--- config.mk ---
export PLATFORM = sky130hd
export DESIGN_NAME = vc_flit_driver_flat
export DESIGN_NICKNAME = d
export VERILOG_FILES = /design/src/rtl/vc_flit_driver_if.sv /design/src/rtl/vc_flit_driver.sv /design/src/flat_wrapper.sv
export SDC_FILE = /design/constraint.sdc
export NUM_CORES = 1
export LEC_CHECK = 0
export ABC_AREA = 1
export ABC_CLOCK_PERIOD_IN_PS = 5800
export BUFFER_PORTS_ARGS = -buffer_cell sky130_fd_sc_hd__buf_2
export CAP_MARGIN = 30
export CORE_MARGIN = 3
export CORE_UTILIZATION = 40
export DETAILED_ROUTE_END_ITERATION = 8
export GPL_TIMING_DRIVEN = 0
export PLACE_DENSITY = 0.58
export SYNTH_ARGS = -nofsm -noshare
export SYNTH_HDL_FRONTEND = slang
export SYNTH_SLANG_ARGS = --single-unit
--- constraint.sdc ---
create_clock -name clk -period 5.8 [get_ports clk]
set_clock_uncertainty 0.2 [all_clocks]
set_input_delay 1.16 -clock clk [delete_from_list [all_inputs] [get_ports clk]]
set_output_delay 1.16 -clock clk [all_outputs]
set_load 0.02 [all_outputs]
--- src/rtl/vc_flit_driver_if.sv ---
// Valid/ready flit channel between a flit source and a router input port.
// The source drives one-hot VC, payload and valid; the sink returns ready.
interface vc_flit_driver_if #(
   parameter int VN = 4,
   parameter int DW = 32
);
   logic [VN-1:0] vc_o;
   logic [DW-1:0] data_o;
   logic          valid_o;
   logic          ready_i;

   modport master (
      output vc_o,
      output data_o,
      output valid_o,
      input  ready_i
   );

   modport slave (
      input  vc_o,
      input  data_o,
      input  valid_o,
      output ready_i
   );
endinterface

--- src/rtl/vc_flit_driver.sv ---
// Flit source for router-port testing: injects NUM_FLITS self-describing flits
// per VC, round-robin across VCs, with an optional idle gap after each transfer.
module vc_flit_driver #(
   parameter int PORT      = 0,
   parameter int VN        = 4,
   parameter int DW        = 32,
   parameter int NUM_FLITS = 1000,
   parameter int GAP       = 0
) (
   input  logic             clk,
   input  logic             rstn,
   input  logic             start_i,
   vc_flit_driver_if.master flit_if,
   output logic             done
);

   localparam int          CW       = (NUM_FLITS < 1) ? 1 : $clog2(NUM_FLITS + 1);
   localparam int          PW       = $clog2(VN);
   localparam logic [CW:0] NF_L     = (CW + 1)'(NUM_FLITS);
   localparam logic [3:0]  PORT4    = 4'(PORT);
   localparam logic [7:0]  GAP_INIT = (GAP > 0) ? 8'(GAP - 1) : 8'd0;

   typedef enum logic [1:0] {
      ST_IDLE,
      ST_SEND,
      ST_GAP,
      ST_DONE
   } state_t;

   state_t          state_q, state_d;
   logic            valid_q, valid_d;
   logic [VN-1:0]   vc_q, vc_d;
   logic [DW-1:0]   data_q, data_d;
   logic            done_q, done_d;
   logic [7:0]      gap_cnt_q, gap_cnt_d;
   logic [PW-1:0]   cur_q, cur_d;
   logic [PW-1:0]   rr_ptr_q, rr_ptr_d;
   logic [CW-1:0]   cnt_q [VN];
   logic [CW-1:0]   cnt_d [VN];

   logic            xfer;
   logic [CW-1:0]   cnt_post [VN];
   logic [PW-1:0]   rr_post;
   logic [VN-1:0]   elig;
   logic            any_elig;
   logic            found;
   logic [PW:0]     idx;
   logic [PW-1:0]   sel;
   logic [VN-1:0]   flit_vc;
   logic [DW-1:0]   flit_data;

   // Counters and pointer as they will be after this cycle's transfer, so the
   // next flit can be picked back-to-back without a bubble.
   always_comb begin
      xfer     = (state_q == ST_SEND) && valid_q && flit_if.ready_i;
      cnt_post = cnt_q;
      rr_post  = rr_ptr_q;
      if (xfer) begin
         cnt_post[cur_q] = cnt_q[cur_q] + CW'(1);
         rr_post         = (cur_q == PW'(VN - 1)) ? '0 : cur_q + PW'(1);
      end
   end

   // First eligible VC at or after the round-robin pointer, wrapping at VN.
   always_comb begin
      elig = '0;
      for (int v = 0; v < VN; v++) begin
         elig[v] = ({1'b0, cnt_post[v]} < NF_L);
      end
      any_elig = |elig;
      found    = 1'b0;
      sel      = '0;
      idx      = '0;
      for (int i = 0; i < VN; i++) begin
         idx = {1'b0, rr_post} + (PW + 1)'(i);
         if (idx >= (PW + 1)'(VN)) begin
            idx = idx - (PW + 1)'(VN);
         end
         if (!found && elig[idx[PW-1:0]]) begin
            found = 1'b1;
            sel   = idx[PW-1:0];
         end
      end
      flit_vc                = '0;
      flit_vc[sel]           = 1'b1;
      flit_data              = '0;
      flit_data[DW-1 -: 4]   = PORT4;
      flit_data[DW-5 -: 4]   = 4'(sel);
      flit_data[15:0]        = 16'(cnt_post[sel]);
   end

   always_comb begin
      state_d   = state_q;
      valid_d   = valid_q;
      vc_d      = vc_q;
      data_d    = data_q;
      done_d    = done_q;
      gap_cnt_d = gap_cnt_q;
      cur_d     = cur_q;
      rr_ptr_d  = rr_ptr_q;
      cnt_d     = cnt_q;

      case (state_q)
         ST_IDLE: begin
            if (start_i) begin
               if (!any_elig) begin
                  state_d = ST_DONE;
                  done_d  = 1'b1;
               end else begin
                  state_d = ST_SEND;
                  valid_d = 1'b1;
                  vc_d    = flit_vc;
                  data_d  = flit_data;
                  cur_d   = sel;
               end
            end
         end

         ST_SEND: begin
            if (xfer) begin
               cnt_d    = cnt_post;
               rr_ptr_d = rr_post;
               if (!any_elig) begin
                  state_d = ST_DONE;
                  valid_d = 1'b0;
                  vc_d    = '0;
                  data_d  = '0;
                  done_d  = 1'b1;
               end else if (GAP > 0) begin
                  state_d   = ST_GAP;
                  valid_d   = 1'b0;
                  gap_cnt_d = GAP_INIT;
               end else begin
                  valid_d = 1'b1;
                  vc_d    = flit_vc;
                  data_d  = flit_data;
                  cur_d   = sel;
               end
            end
         end

         ST_GAP: begin
            if (gap_cnt_q == 8'd0) begin
               state_d = ST_SEND;
               valid_d = 1'b1;
               vc_d    = flit_vc;
               data_d  = flit_data;
               cur_d   = sel;
            end else begin
               gap_cnt_d = gap_cnt_q - 8'd1;
            end
         end

         ST_DONE: begin
            valid_d = 1'b0;
            vc_d    = '0;
            done_d  = 1'b1;
         end

         default: begin
            state_d = ST_IDLE;
         end
      endcase
   end

   always_ff @(posedge clk or negedge rstn) begin
      if (!rstn) begin
         state_q   <= ST_IDLE;
         valid_q   <= 1'b0;
         vc_q      <= '0;
         data_q    <= '0;
         done_q    <= 1'b0;
         gap_cnt_q <= '0;
         cur_q     <= '0;
         rr_ptr_q  <= '0;
         for (int v = 0; v < VN; v++) begin
            cnt_q[v] <= '0;
         end
      end else begin
         state_q   <= state_d;
         valid_q   <= valid_d;
         vc_q      <= vc_d;
         data_q    <= data_d;
         done_q    <= done_d;
         gap_cnt_q <= gap_cnt_d;
         cur_q     <= cur_d;
         rr_ptr_q  <= rr_ptr_d;
         cnt_q     <= cnt_d;
      end
   end

   assign flit_if.vc_o    = vc_q;
   assign flit_if.data_o  = data_q;
   assign flit_if.valid_o = valid_q;
   assign done            = done_q;

endmodule

--- src/flat_wrapper.sv ---
// flat-port wrapper written by rule: the top's interface ports become plain ports
module vc_flit_driver_flat 
#(
   parameter int PORT      = 0,
   parameter int VN        = 4,
   parameter int DW        = 32,
   parameter int NUM_FLITS = 1000,
   parameter int GAP       = 0
)
  (clk, rstn, start_i, done, flit_if_vc_o, flit_if_data_o, flit_if_valid_o, flit_if_ready_i);
  vc_flit_driver_if #(.VN(VN), .DW(DW)) flit_if_i ();
  input  logic clk;
  input  logic rstn;
  input  logic start_i;
  output logic done;
  output wire logic [$bits(flit_if_i.vc_o)-1:0] flit_if_vc_o;
  output wire logic [$bits(flit_if_i.data_o)-1:0] flit_if_data_o;
  output wire logic [$bits(flit_if_i.valid_o)-1:0] flit_if_valid_o;
  input wire logic [$bits(flit_if_i.ready_i)-1:0] flit_if_ready_i;
  assign flit_if_vc_o = flit_if_i.vc_o;
  assign flit_if_data_o = flit_if_i.data_o;
  assign flit_if_valid_o = flit_if_i.valid_o;
  assign flit_if_i.ready_i = flit_if_ready_i;
  vc_flit_driver #(.PORT(PORT), .VN(VN), .DW(DW), .NUM_FLITS(NUM_FLITS), .GAP(GAP)) u_core (.clk(clk), .rstn(rstn), .start_i(start_i), .flit_if(flit_if_i), .done(done));
endmodule
== Yosys cells after proc, flatten, opt, wreduce, memory -nomap -nowiden ==
Index checks and enable logic that the tools add are counted.

* Reduce and logical (&&, ||, !) cells: 22
* $mul: 0
* Bitwise operators: 3
* Mux-type cells: 66
* $lt $le $gt $ge: 17
* Equality and inequality tests: 9
* Add/sub/neg operators: 10
* Shift-type cells: 0
* Divide/modulo/power cells: 0

{| class="wikitable"
|+ Operators by type and width
! kind !! count
|-
| 32-bit two-way mux || 4
|-
| 32-bit one-hot mux with 3 select lines || 1
|-
| 10-bit two-way mux || 5
|-
| 10-bit binary-select mux with 2-bit select || 2
|-
| 40-bit bitwise mux || 1
|-
| 10-bit < comparator, second input constant || 4
|-
| 40-bit two-way mux || 1
|-
| 2-bit two-way mux || 19
|-
| 26-bit two-way mux || 1
|-
| 10-bit demux with 2-bit select || 1
|-
| 4-bit two-way mux || 5
|-
| 1-bit two-way mux || 16
|-
| 4-bit one-hot mux with 4 select lines || 1
|-
| 3-bit greater-or-equal comparator, second input constant || 5
|-
| 2-bit by 3-bit < comparator with 1-bit output, second input constant || 5
|-
| 2-bit one-hot mux with 3 select lines || 2
|-
| 10-bit by 1-bit adder with 10-bit output, second input constant || 1
|-
| 5-bit AND reduction || 2
|-
| 1-bit binary-select mux with 2-bit select || 4
|-
| 8-bit logical NOT || 1
|-
| 4-bit AND reduction || 2
|-
| 2-bit by 1-bit subtractor with 2-bit output, second input constant || 4
|-
| 8-bit by 1-bit subtractor with 8-bit output, second input constant || 1
|-
| 1-bit logical AND || 7
|-
| 21 further kinds || 32
|}

* Bits in registers: 92
* Word-level logic and storage cells: 139
* Memory bits (writable): 0
* Memories: 0
* Bits in latches: 0
* Memory bits (read-only): 0
* Output and inout port bits: 38

== Longest topological paths before layout ==
Gate-level depths: netlist of the first run.

* Word-level depth: 27
* Depth in mapped cells: 30

== Least setup slack after synthesis of the first run ==
No wires, ideal clock.

* Path type: input-to-reg
* Start: input flit_if_ready_i
* End: register u_core.data_q[1], in the netlist u_core.flit_if.data_o[1]
* Buffers on the path: 2
* Data required time: 5.482 ns
* Slack: 2.188 ns
* Setup time: 0.118 ns
* Stages on the path: 23
* Data arrival time: 3.295 ns
* Cells stage by stage: nand3_1 -> inv_2 -> nand2_1 -> inv_2 -> buf_2 -> or2_0 -> nand2_1 -> nand2_1 -> nand2_1 -> nor2_1 -> nand3_1 -> nand2_1 -> nand2_1 -> nand2_2 -> nand3_1 -> or2_0 -> nand2_2 -> inv_2 -> buf_6 -> nand2_1 -> nand2_1 -> nand2_1 -> nand2_1

* Longest elaborated chain between the ends: 23
* Elaborated cells between the ends (all ways): 57

{| class="wikitable"
|+ RTL lines
! what !! RTL line !! source
|-
| start, declared || flat_wrapper.sv:19 || <nowiki>input wire logic [$bits(flit_if_i.ready_i)-1:0] flit_if_ready_i;</nowiki>
|-
| 1-bit logical AND (*) || vc_flit_driver.sv:55 || <nowiki>xfer = (state_q == ST_SEND) && valid_q && flit_if.ready_i;</nowiki>
|-
| parallel branches: the longest is 22 deep, another holds 10-bit < comparator || - ||
|-
| end signal, assigned || vc_flit_driver.sv:183 || <nowiki>data_q <= data_d;</nowiki>
|-
| end, declared || vc_flit_driver.sv:33 || <nowiki>logic [DW-1:0] data_q, data_d;</nowiki>
|}

Mark *: on every way between the ends. The select of a mux whose other input is x is not followed.
A chain may end at the register's enable or synchronous reset.

== Worst setup path in the final report of the first run ==
* Start: input flit_if_ready_i
* End: register u_core.data_q[7], in the netlist u_core.flit_if.data_o[7]

Same word-level chain as after synthesis.

==> results of run 1 <==
cells in the final DEF (no fill, tap or decap), types with 6 or more instances in the layout:
cell type / instances
buf_2: 28
buf_4: 25
buf_6: 6
clkbuf_16: 9
conb_1: 20
dfrtp_1: 72
ha_1: 11
inv_1: 55
nand2_1: 301
nand2_2: 10
nand3_1: 96
nor2_1: 19
nor2_2: 10
o21ai_0: 19
or2_2: 15
xor2_1: 6
through the flow:
step / power [mW] / hold WS [ns] / util
after floorplan: 0.533 / 0.242 / -
after global placement: 0.545 / 0.254 / 0.444
after detailed placement: 0.547 / 0.252 / 0.447
after CTS: 1.19 / 0.269 / 0.477
after global routing: 1.22 / 0.281 / 0.477
final: 1.19 / 0.266 / 0.477
sequential cells by signal, indices dropped and copies added, names as in the netlist:
name / cells
u_core.cnt_q: 40
u_core.flit_if.data_o: 12
u_core.gap_cnt_q: 8
u_core.flit_if.vc_o: 4
u_core.cur_q: 2
u_core.rr_ptr_q: 2
u_core.state_q: 2
u_core.done: 1
u_core.flit_if.valid_o: 1
routing by layer:
layer,part of all wire,track usage,vias up
li1,-,-,2254
met1,0.47,0.284,2058
met2,0.46,0.329,134
met3,0.052,0.0316,25
met4,0.023,0.0915,0
met5,0,0,-
synthesized netlist by cell type (all sizes together):
cell type | instances | area share
and2 | 4 | 0.0052
a32oi | 1 | 0.0018
clkinv | 1 | 0.00078
nand4 | 1 | 0.0026
buf | 38 | 0.060
nand2 | 312 | 0.25
o31ai | 2 | 0.0031
o21bai | 1 | 0.0016
inv | 60 | 0.047
nor2 | 30 | 0.030
nand3 | 101 | 0.11
xor2 | 6 | 0.011
a32o | 1 | 0.0021
o21a | 1 | 0.0016
or2 | 17 | 0.022
ha | 11 | 0.029
nor3 | 2 | 0.0021
o22ai | 1 | 0.0013
dfrtp | 72 | 0.38
clkbuf | 3 | 0.0024
conb | 1 | 0.00078
xnor2 | 2 | 0.0037
nor4 | 1 | 0.0013
o21ai | 23 | 0.024
a21oi | 3 | 0.0031
nand3b | 2 | 0.0031
cells by family after synthesis:
family,Yosys count
AO/OA/AOI/OAI,33
XOR/XNOR,8
adder cells (fa/ha/maj),11
buffers and inverters,102
flip-flops,72
other,1
AND/OR/NAND/NOR,470
where the power goes:
| part | leakage, nW | internal, mW | switching, mW |
|---|---|---|---|
| clock network | 0.166 | 0.421 | 0.228 |
| registers | 0.959 | 0.502 | 0 |
| logic | 2.01 | 0.0118 | 0.0234 |
worst min path at each step:
stage / to / slack (ns) / start
6_report: u_core.gap_cnt_q[0]$_DFFE_PN0P_ / 0.27 / u_core.gap_cnt_q[0]$_DFFE_PN0P_
4_1_cts: u_core.gap_cnt_q[0]$_DFFE_PN0P_ / 0.27 / u_core.gap_cnt_q[0]$_DFFE_PN0P_
5_1_grt: u_core.gap_cnt_q[4]$_DFFE_PN0P_ / 0.28 / u_core.gap_cnt_q[4]$_DFFE_PN0P_
2_1_floorplan: u_core.gap_cnt_q[0]$_DFFE_PN0P_ / 0.24 / u_core.gap_cnt_q[0]$_DFFE_PN0P_
3_3_place_gp: u_core.done$_DFFE_PN0P_ / 0.25 / u_core.done$_DFFE_PN0P_
3_5_place_dp: u_core.done$_DFFE_PN0P_ / 0.25 / u_core.done$_DFFE_PN0P_
area by class of cell:
type | instances | area (um^2)
clock buffers | 9 | 225
flip-flops and latches | 72 | 1800
plain buffers | 41 | 299
well taps | 143 | 179
repair buffers | 22 | 135
clock inverters | 7 | 120
inverters | 61 | 229
fillers | 1152 | 6050
multi-input cells | 542 | 2520
==> flow_summary_export.csv, run 1 <==
group,metric,value,unit
grt,grt_pass1_wl,21.7,mm
critical_path,cpMaxStageDelayCell,"nand2_1",
floorplan,die_x,115,um
routing,route.detailed.drc,0,
yosys,synth.mux.area_fraction,0,
yosys,synth_xor_area_frac,0.0147,
floorplan,ios,42,
floorplan,dieArea,13300,um^2
yosys,synth_cell_type_count,36,
yosys,yosys.area_share.simple,0.430,
critical_path,rr_worst_depth,25,
cells_and_area,final_cells,897,
cells_and_area,final_area,5510,um^2
clocking,root_buffer,"clkbuf_16",
power_and_ir_drop,ir_drop,0.154,mV
placed_design,placedCellCount,881,
floorplan,core_area,11600,um^2
sta,relSlewSlack,0.498,
critical_path,path_cells,"buf_2 -> nand3_1 -> inv_2 -> nand2_1 -> inv_2 -> buf_2 -> or2_0 -> nand2_1 -> nand2_1 -> nand2_1 -> nor2_1 -> nand3_1 -> nand2_1 -> nand2_1 -> nand2_2 -> nand3_1 -> nand3_1 -> buf_2 -> nand3_1 -> nand2_1 -> nand2_1 -> nand2_1 -> nand2_1 -> nand2_1",
critical_path,critPathMaxFanout,10,
routing,viasPerCell,4.98,
critical_path,path_class,"primary input to flip-flop",
critical_path,crit_buf_inv,5,
min_path,hold_path_depth,1,
critical_path,crit_family,"simple AND/OR/NAND/NOR gates",
critical_path,cpPeakStageDelay,0.35,ns
routing,first_pass_iters,4,
placed_design,routabilityCongestion,0.898,
sta,worst_slew_pin_slew,0.752,ns
clocking,cts-htree-levels,3,
routing,wirelength,13.1,mm
routing,drt-initial-drc-count,284,
critical_path,critPathArrivalTime,4.48,ns
floorplan,rows,39,
sta,fmax,0.227,GHz
yosys,synth_compound_area_frac,0.0387,
sta,worst_slack,1.39,ns
clocking,clk_pin_slew,0.06,ns
power_and_ir_drop,leakage,3.14,nW
clocking,cts.path.max_buffers,2,
clocking,cts_tree,"yes",
clocking,clk-insertion-delay-late,0.34,ns
grt,grt_max_degree,55,
floorplan,initial_utilization,0.413,
sta,rsz0062_at_grt,"false",
critical_path,worst_setup_path_start_kind,"primary input",
sta,hold_viol,0,
yosys,seq_area_frac_synth,0.377,
placed_design,dpl-instance-area,5170,um^2
placed_design,dp_worst_setup_slack,1.08,ns
cells_and_area,syn_to_final_growth,15.3,%
clocking,post_cts_buffers,0,
critical_path,r2r_start,"u_core.state_q[1]$_DFFE_PN0P_",
cells_and_area,n_antenna_cell,0,
floorplan,die_h,115,um
yosys,syn-cell-area,4780,um^2
clocking,cts_buffers,9,
critical_path,crit_path_end_kind,"flip-flop",
placed_design,dp_hpwl,9.92,mm
critical_path,crit_path_start,"flit_if_ready_i",
clocking,cts_resized,0,
yosys,postSynthRegisterBits,72,
critical_path,crit_end,"u_core.flit_if.data_o[7]$_DFFE_PN0P_",
routing,routedWlPerCell,14.7,um
yosys,ys_warn_count,0,
sta,fin_crit_sh,0.760,
critical_path,crit_path_frequent_cell,"nand2_1",
yosys,syn_area_per_cell,6.86,um^2
clocking,cts_hold_buf,0,
critical_path,r2r_end,"u_core.flit_if.data_o[7]$_DFFE_PN0P_",
cells_and_area,final_nets,764,
critical_path,worst-path-stages,24,
yosys,synth_top_family_by_area,"simple AND/OR/NAND/NOR gates",
run,cap_violations,0,
cells_and_area,drive_gt1_frac,0.164,
sta,post-route-min-period,4.41,ns
grt,first_global_vias,4361,
yosys,synth_cells,697,
placed_design,portBuffers,21,
grt,antenna_found_initial,0,
grt,grt_usage,0.208,
sta,setup_viol,0,
sta,slew_violations,0,
critical_path,r2r_slack,1.50,ns
clocking,clock_sinks,72,
power_and_ir_drop,p_per_area,215,nW/um^2
critical_path,required,5.88,ns
routing,antenna_left,0,
yosys,synthAdderAreaFrac,0.0288,
routing,vias,4471,
run_status,status,"finished clean",
sta,setup_tns,0,ns
grt,overflow,0,
min_path,hold_path.class,"flip-flop to flip-flop",
Power figures use the tool's default switching activity.
==> run 2: changes to the inputs <==
Settings changed: ABC_CLOCK_PERIOD_IN_PS 5800 to 4000, PLACE_DENSITY 0.58 to 0.6.
Clock period 5.8 ns to 4 ns, I/O delays scaled along.
==> run 2 against run 1 <==
Net effect:
- clock power rose by 26%
- sequential share of layout area fell by 1.3 points
- largest cell class unchanged
- sequential power grew 45%
- global-route usage hardly changed
- final cell count up 1.4%
==> flow_summary_export.csv, run 2 (synthesized netlist as in run 1, its figures left out) <==
group,metric,value,unit
routing,route.detailed.drc,0,
sta,slew_violations,0,
power_and_ir_drop,leakage,3.22,nW
routing,vias,4625,
clocking,cts.path.max_buffers,2,
routing,wirelength,13.6,mm
grt,first_global_vias,4300,
placed_design,routabilityCongestion,0.912,
critical_path,path_class,"flip-flop to flip-flop",
cells_and_area,final_cells,910,
cells_and_area,final_nets,777,
min_path,hold_path.class,"primary input to asynchronous set/reset pin",
floorplan,die_h,115,um
cells_and_area,utilization,0.497,
floorplan,ios,42,
floorplan,rows,39,
critical_path,crit_path_end_kind,"flip-flop",
placed_design,portBuffers,21,
clocking,cts_buffers,9,
critical_path,required,4.04,ns
sta,post-route-min-period,3.82,ns
critical_path,worst_setup_path_start_kind,"flip-flop",
grt,grt_usage,0.209,
clocking,root_buffer,"clkbuf_16",
cells_and_area,final_area,5750,um^2
placed_design,dpl-instance-area,5170,um^2
routing,antenna_left,0,
floorplan,die_x,115,um
critical_path,critPathArrivalTime,3.86,ns
sta,fmax,0.262,GHz
sta,setup_viol,0,
routing,drt-initial-drc-count,335,
cells_and_area,final_cell_mix,"nand2_1 (288), nand3_1 (83), dfrtp_1 (71)",
cells_and_area,drive_gt1_frac,0.222,
placed_design,placedCellCount,881,
placed_design,dp_worst_setup_slack,-0.282,ns
cells_and_area,n_antenna_cell,0,
routing,routedWlPerCell,15.0,um
cells_and_area,syn_to_final_growth,20.2,%
floorplan,core_area,11600,um^2
placed_design,dp_hpwl,9.86,mm
grt,overflow,0,
grt,grt_max_degree,60,
clocking,clk_pin_slew,0.06,ns
cells_and_area,largest_reg_flops,40,
sta,worst_slack,0.182,ns
sta,setup_tns,0,ns
clocking,clock_sinks,72,
sta,fin_crit_sh,0.955,
routing,viasPerCell,5.08,
clocking,cts_hold_buf,0,
clocking,cts_tree,"yes",
routing,first_pass_iters,5,
run_status,status,"finished clean",
sta,hold_viol,0,
clocking,clk-insertion-delay-late,0.34,ns
sta,rsz0062_at_grt,"true",
cells_and_area,regMostFlops,"u_core.cnt_q",
floorplan,dieArea,13300,um^2
run,cap_violations,0,
power_and_ir_drop,p_per_area,278,nW/um^2
power_and_ir_drop,ir_drop,0.190,mV
critical_path,critPathMaxFanout,10,
sta,worst_slew_pin_slew,0.757,ns
floorplan,initial_utilization,0.413,
clocking,cts-htree-levels,3,
sta,relSlewSlack,0.492,
grt,grt_pass1_wl,21.6,mm
grt,antenna_found_initial,0,
cells_and_area,layout_commonest_cell,"nand2_1",
[run 2: area by class of cell]
cell class,instances,area (um^2)
plain buffers,41,315
clock buffers,9,225
clock inverters,7,71.3
fillers,1148,5820
inverters,61,236
multi-input cells,542,2680
flip-flops and latches,72,1800
well taps,143,179
repair buffers,35,233
[run 2: report_power, final]
group	switching, mW	leakage (nW)	internal, mW
logic	0.0341	2.12	0.0172
clock network	0.333	0.138	0.483
registers	0	0.959	0.728
total	0.367	3.22	1.23
[run 2: stage by stage]
| stage | power [mW] | hold WS [ns] |
|---|---|---|
| floorplan | 0.773 | 0.242 |
| global placement | 0.790 | 0.254 |
| detailed placement | 0.794 | 0.250 |
| CTS | 1.60 | 0.120 |
| global route | 1.64 | 0.131 |
| finish | 1.60 | 0.116 |
[run 2: path summary, 6_finish.rpt]
kind                                                 start                                 end  slack (ns)  depth (start not counted)
min in group clk           u_core.gap_cnt_q[4]$_DFFE_PN0P_     u_core.gap_cnt_q[4]$_DFFE_PN0P_        0.27                          1
max                            u_core.cur_q[0]$_DFFE_PN0P_  u_core.flit_if.vc_o[3]$_DFFE_PN0P_        0.18                         24
max in group asynchronous                             rstn         u_core.cur_q[0]$_DFFE_PN0P_        2.90                          2
max reg2reg                    u_core.cur_q[0]$_DFFE_PN0P_  u_core.flit_if.vc_o[3]$_DFFE_PN0P_        0.18                         24
min                                                   rstn         u_core.cnt_q[8]$_DFFE_PN0P_        0.12                          1
min reg2reg                u_core.gap_cnt_q[4]$_DFFE_PN0P_     u_core.gap_cnt_q[4]$_DFFE_PN0P_        0.27                          1
[run 2: worst max-delay path, stage by stage (launching register included)]
cell and delay [ns]:
dfrtp_2 0.46, inv_4 0.08, buf_6 0.16, nand2_1 0.08, nand3_2 0.09, nand2_4 0.10
ha_2 0.19, nand3_2 0.11, nor2_4 0.22, nand2_2 0.07, nand2_2 0.10, nand3_1 0.09
nand2_2 0.09, nand3_1 0.11, nor2_4 0.18, nand3_2 0.10, nand3_2 0.10, nand2_1 0.10
nor2_2 0.19, nand4_2 0.16, nand2_4 0.18, buf_8 0.15, buf_4 0.13, inv_1 0.05
o31ai_1 0.22
[run 2: metal layers]
layer	vias to the layer above	share of wire	GRT usage
met5	-	0	0
met4	0	0.022	0.0900
met3	22	0.055	0.0200
met2	157	0.46	0.331
met1	2166	0.46	0.291
li1	2280	-	-
[run 2: timing repair]
item / CTS / global route
pin swaps: 0 / 16
hold endpoints to repair: 0 / 0
buffers inserted: 0 / 13
resized for setup: 6 / 46
setup endpoints to repair: 15 / 19
==> run 3: changes to the inputs <==
Settings changed: CTS_BUF_LIST set to sky130_fd_sc_hd__clkbuf_4 sky130_fd_sc_hd__clkbuf_8, SLEW_MARGIN set to 25.
==> run 3 against run 2 <==
Net effect:
- first-iteration DRC count grew 3.6%
- total power shrank 8.6%
- count of clock-buffer cells in the layout grew 3
- design area shrank 1.7%
- die area is the same
- critical endpoint is now u_core.flit_if.data_o[7]$_DFFE_PN0P_
- largest power group is now sequential cells
==> flow_summary_export.csv, run 3 (synthesized netlist as in run 1, its figures left out) <==
group,metric,value,unit
run_status,status,"finished clean",
cells_and_area,final_cell_mix,"nand2_1 (288), nand3_1 (85), dfrtp_1 (71)",
routing,first_pass_iters,5,
grt,grt_max_degree,45,
routing,met2_length,6.10,mm
sta,post-route-min-period,3.77,ns
floorplan,initial_utilization,0.413,
routing,wl_met1,6.28,mm
grt,grt_pass1_wl,21.5,mm
routing,wirelength,13.5,mm
sta,slew_violations,0,
clocking,cts-htree-levels,3,
routing,drt-initial-drc-count,347,
routing,route.met3.wl,838,um
clocking,cts_buffers,9,
critical_path,crit_family,"simple AND/OR/NAND/NOR gates",
clocking,cts_hold_buf,0,
sta,worst_slack,0.228,ns
placed_design,dp_worst_setup_slack,-0.301,ns
clocking,root_buffer,"clkbuf_8",
critical_path,cpPeakStageDelay,0.46,ns
placed_design,portBuffers,21,
floorplan,die_h,115,um
sta,fmax,0.265,GHz
cells_and_area,final_cells,908,
cells_and_area,drive_gt1_frac,0.221,
critical_path,path_class,"flip-flop to flip-flop",
critical_path,crit_path_end_kind,"flip-flop",
clocking,clk-insertion-delay-late,0.35,ns
cells_and_area,layout_commonest_cell,"nand2_1",
grt,first_global_vias,4295,
critical_path,worst_setup_path_start_kind,"flip-flop",
routing,antenna_left,0,
critical_path,crit_buf_inv,3,
floorplan,dieArea,13300,um^2
clocking,clock_sinks,72,
sta,worst_slew_pin_slew,0.495,ns
power_and_ir_drop,p_per_area,258,nW/um^2
sta,worst_hold_slack,0.173,ns
cells_and_area,regMostFlops,"u_core.cnt_q",
routing,routedWlPerCell,14.8,um
power_and_ir_drop,power,1.46,mW
critical_path,critPathArrivalTime,3.81,ns
routing,vias,4585,
grt,antenna_found_initial,0,
floorplan,die_x,115,um
floorplan,core_area,11600,um^2
power_and_ir_drop,ir_drop,0.154,mV
critical_path,cpMaxStageDelayCell,"dfrtp_2",
sta,rsz0062_at_grt,"true",
grt,overflow,0,
cells_and_area,syn_to_final_growth,18.1,%
placed_design,placedCellCount,881,
run,cap_violations,0,
cells_and_area,fill_cells,1137,
min_path,hold_path.class,"primary input to asynchronous set/reset pin",
clocking,cts_tree,"yes",
cells_and_area,largest_reg_flops,40,
floorplan,rows,39,
routing,route.detailed.drc,0,
clocking,clk_pin_slew,0.08,ns
floorplan,ios,42,
grt,grt_usage,0.206,
critical_path,r2r_slack,0.23,ns
placed_design,dp_hpwl,9.79,mm
critical_path,required,4.04,ns
cells_and_area,n_antenna_cell,0,
routing,routed.top_layer,"met4",
cells_and_area,final_nets,775,
routing,viasPerCell,5.05,
critical_path,critPathMaxFanout,10,
sta,relSlewSlack,0.668,
clocking,cts.path.max_buffers,2,
sta,hold_viol,0,
sta,setup_viol,0,
power_and_ir_drop,leakage,3.16,nW
sta,fin_crit_sh,0.943,
sta,setup_tns,0,ns
placed_design,routabilityCongestion,0.912,
critical_path,crit_path_frequent_cell,"nand2_1",
[run 3: cell count changes in the layout (fill, tap and decap cells not counted), moves of 3 or more]
cell,before,now
buf_4,40,36
buf_6,3,6
buf_8,3,0
clkbuf_16,9,0
clkbuf_4,0,4
clkbuf_8,0,10
[run 3: final cells by class]
class	count	area [um^2]	share of cell area
buffer	41	307	0.0543
clock buffer	12	153	0.0270
clock inverter	4	76.3	0.0135
inverter	61	234	0.0414
multi-input combinational	542	2680	0.474
sequential	72	1800	0.319
tap	143	179	0.0317
timing repair buffer	33	218	0.0385
[run 3: timing repair]
action	CTS	global route
setup endpoints to repair	18	18
buffers inserted	1	10
resized for setup	4	47
pin swaps	0	14
[run 3: worst paths after layout]
check,from,end,cells after the start
setup / recovery,u_core.cur_q[0]$_DFFE_PN0P_,u_core.flit_if.data_o[7]$_DFFE_PN0P_,26
hold / removal,rstn,u_core.cnt_q[8]$_DFFE_PN0P_,1
setup reg to reg,u_core.cur_q[0]$_DFFE_PN0P_,u_core.flit_if.data_o[7]$_DFFE_PN0P_,26
hold reg to reg,u_core.gap_cnt_q[4]$_DFFE_PN0P_,u_core.gap_cnt_q[4]$_DFFE_PN0P_,1
max in group asynchronous,rstn,u_core.cur_q[0]$_DFFE_PN0P_,2
min in group clk,u_core.gap_cnt_q[4]$_DFFE_PN0P_,u_core.gap_cnt_q[4]$_DFFE_PN0P_,1
[run 3: through the flow]
| step | util | cell area, um^2 |
|---|---|---|
| final | 0.488 | 5650 |
| after CTS | 0.468 | 5410 |
| after global routing | 0.488 | 5650 |
| after floorplan | - | 4850 |
| after global placement | 0.444 | 5140 |
| after detailed placement | 0.447 | 5170 |
[run 3: where the power goes]
| group | switching, mW | internal (mW) | total (mW) |
|---|---|---|---|
| registers | 0 | 0.727 | 0.727 |
| logic | 0.0342 | 0.0171 | 0.0514 |
| clock network | 0.294 | 0.385 | 0.679 |
[run 3: metal layers]
metal  GRT usage  up-vias
met5           0        -
met4      0.0782        0
met3      0.0258       24
met2       0.327      179
met1       0.287     2101
li1            -     2281
[run 3: worst register-to-register path: stages, from the launching register on]
cell and delay [ns]:
dfrtp_2 0.46, inv_4 0.08, buf_6 0.16, nand2_1 0.07, nand3_2 0.08, nand2_4 0.10
ha_2 0.19, nand3_2 0.11, nor2_4 0.23, nand2_2 0.07, nand2_2 0.10, nand3_1 0.10
nand2_2 0.10, nand3_2 0.08, nor2_4 0.16, nand3_2 0.09, nand3_1 0.13, nand2_1 0.11
nor2_4 0.17, nand4_4 0.13, buf_2 0.26, nand3_1 0.12, nand2_1 0.10, nand2_1 0.07
nand2_1 0.06, nand2_1 0.06, nand2_1 0.05
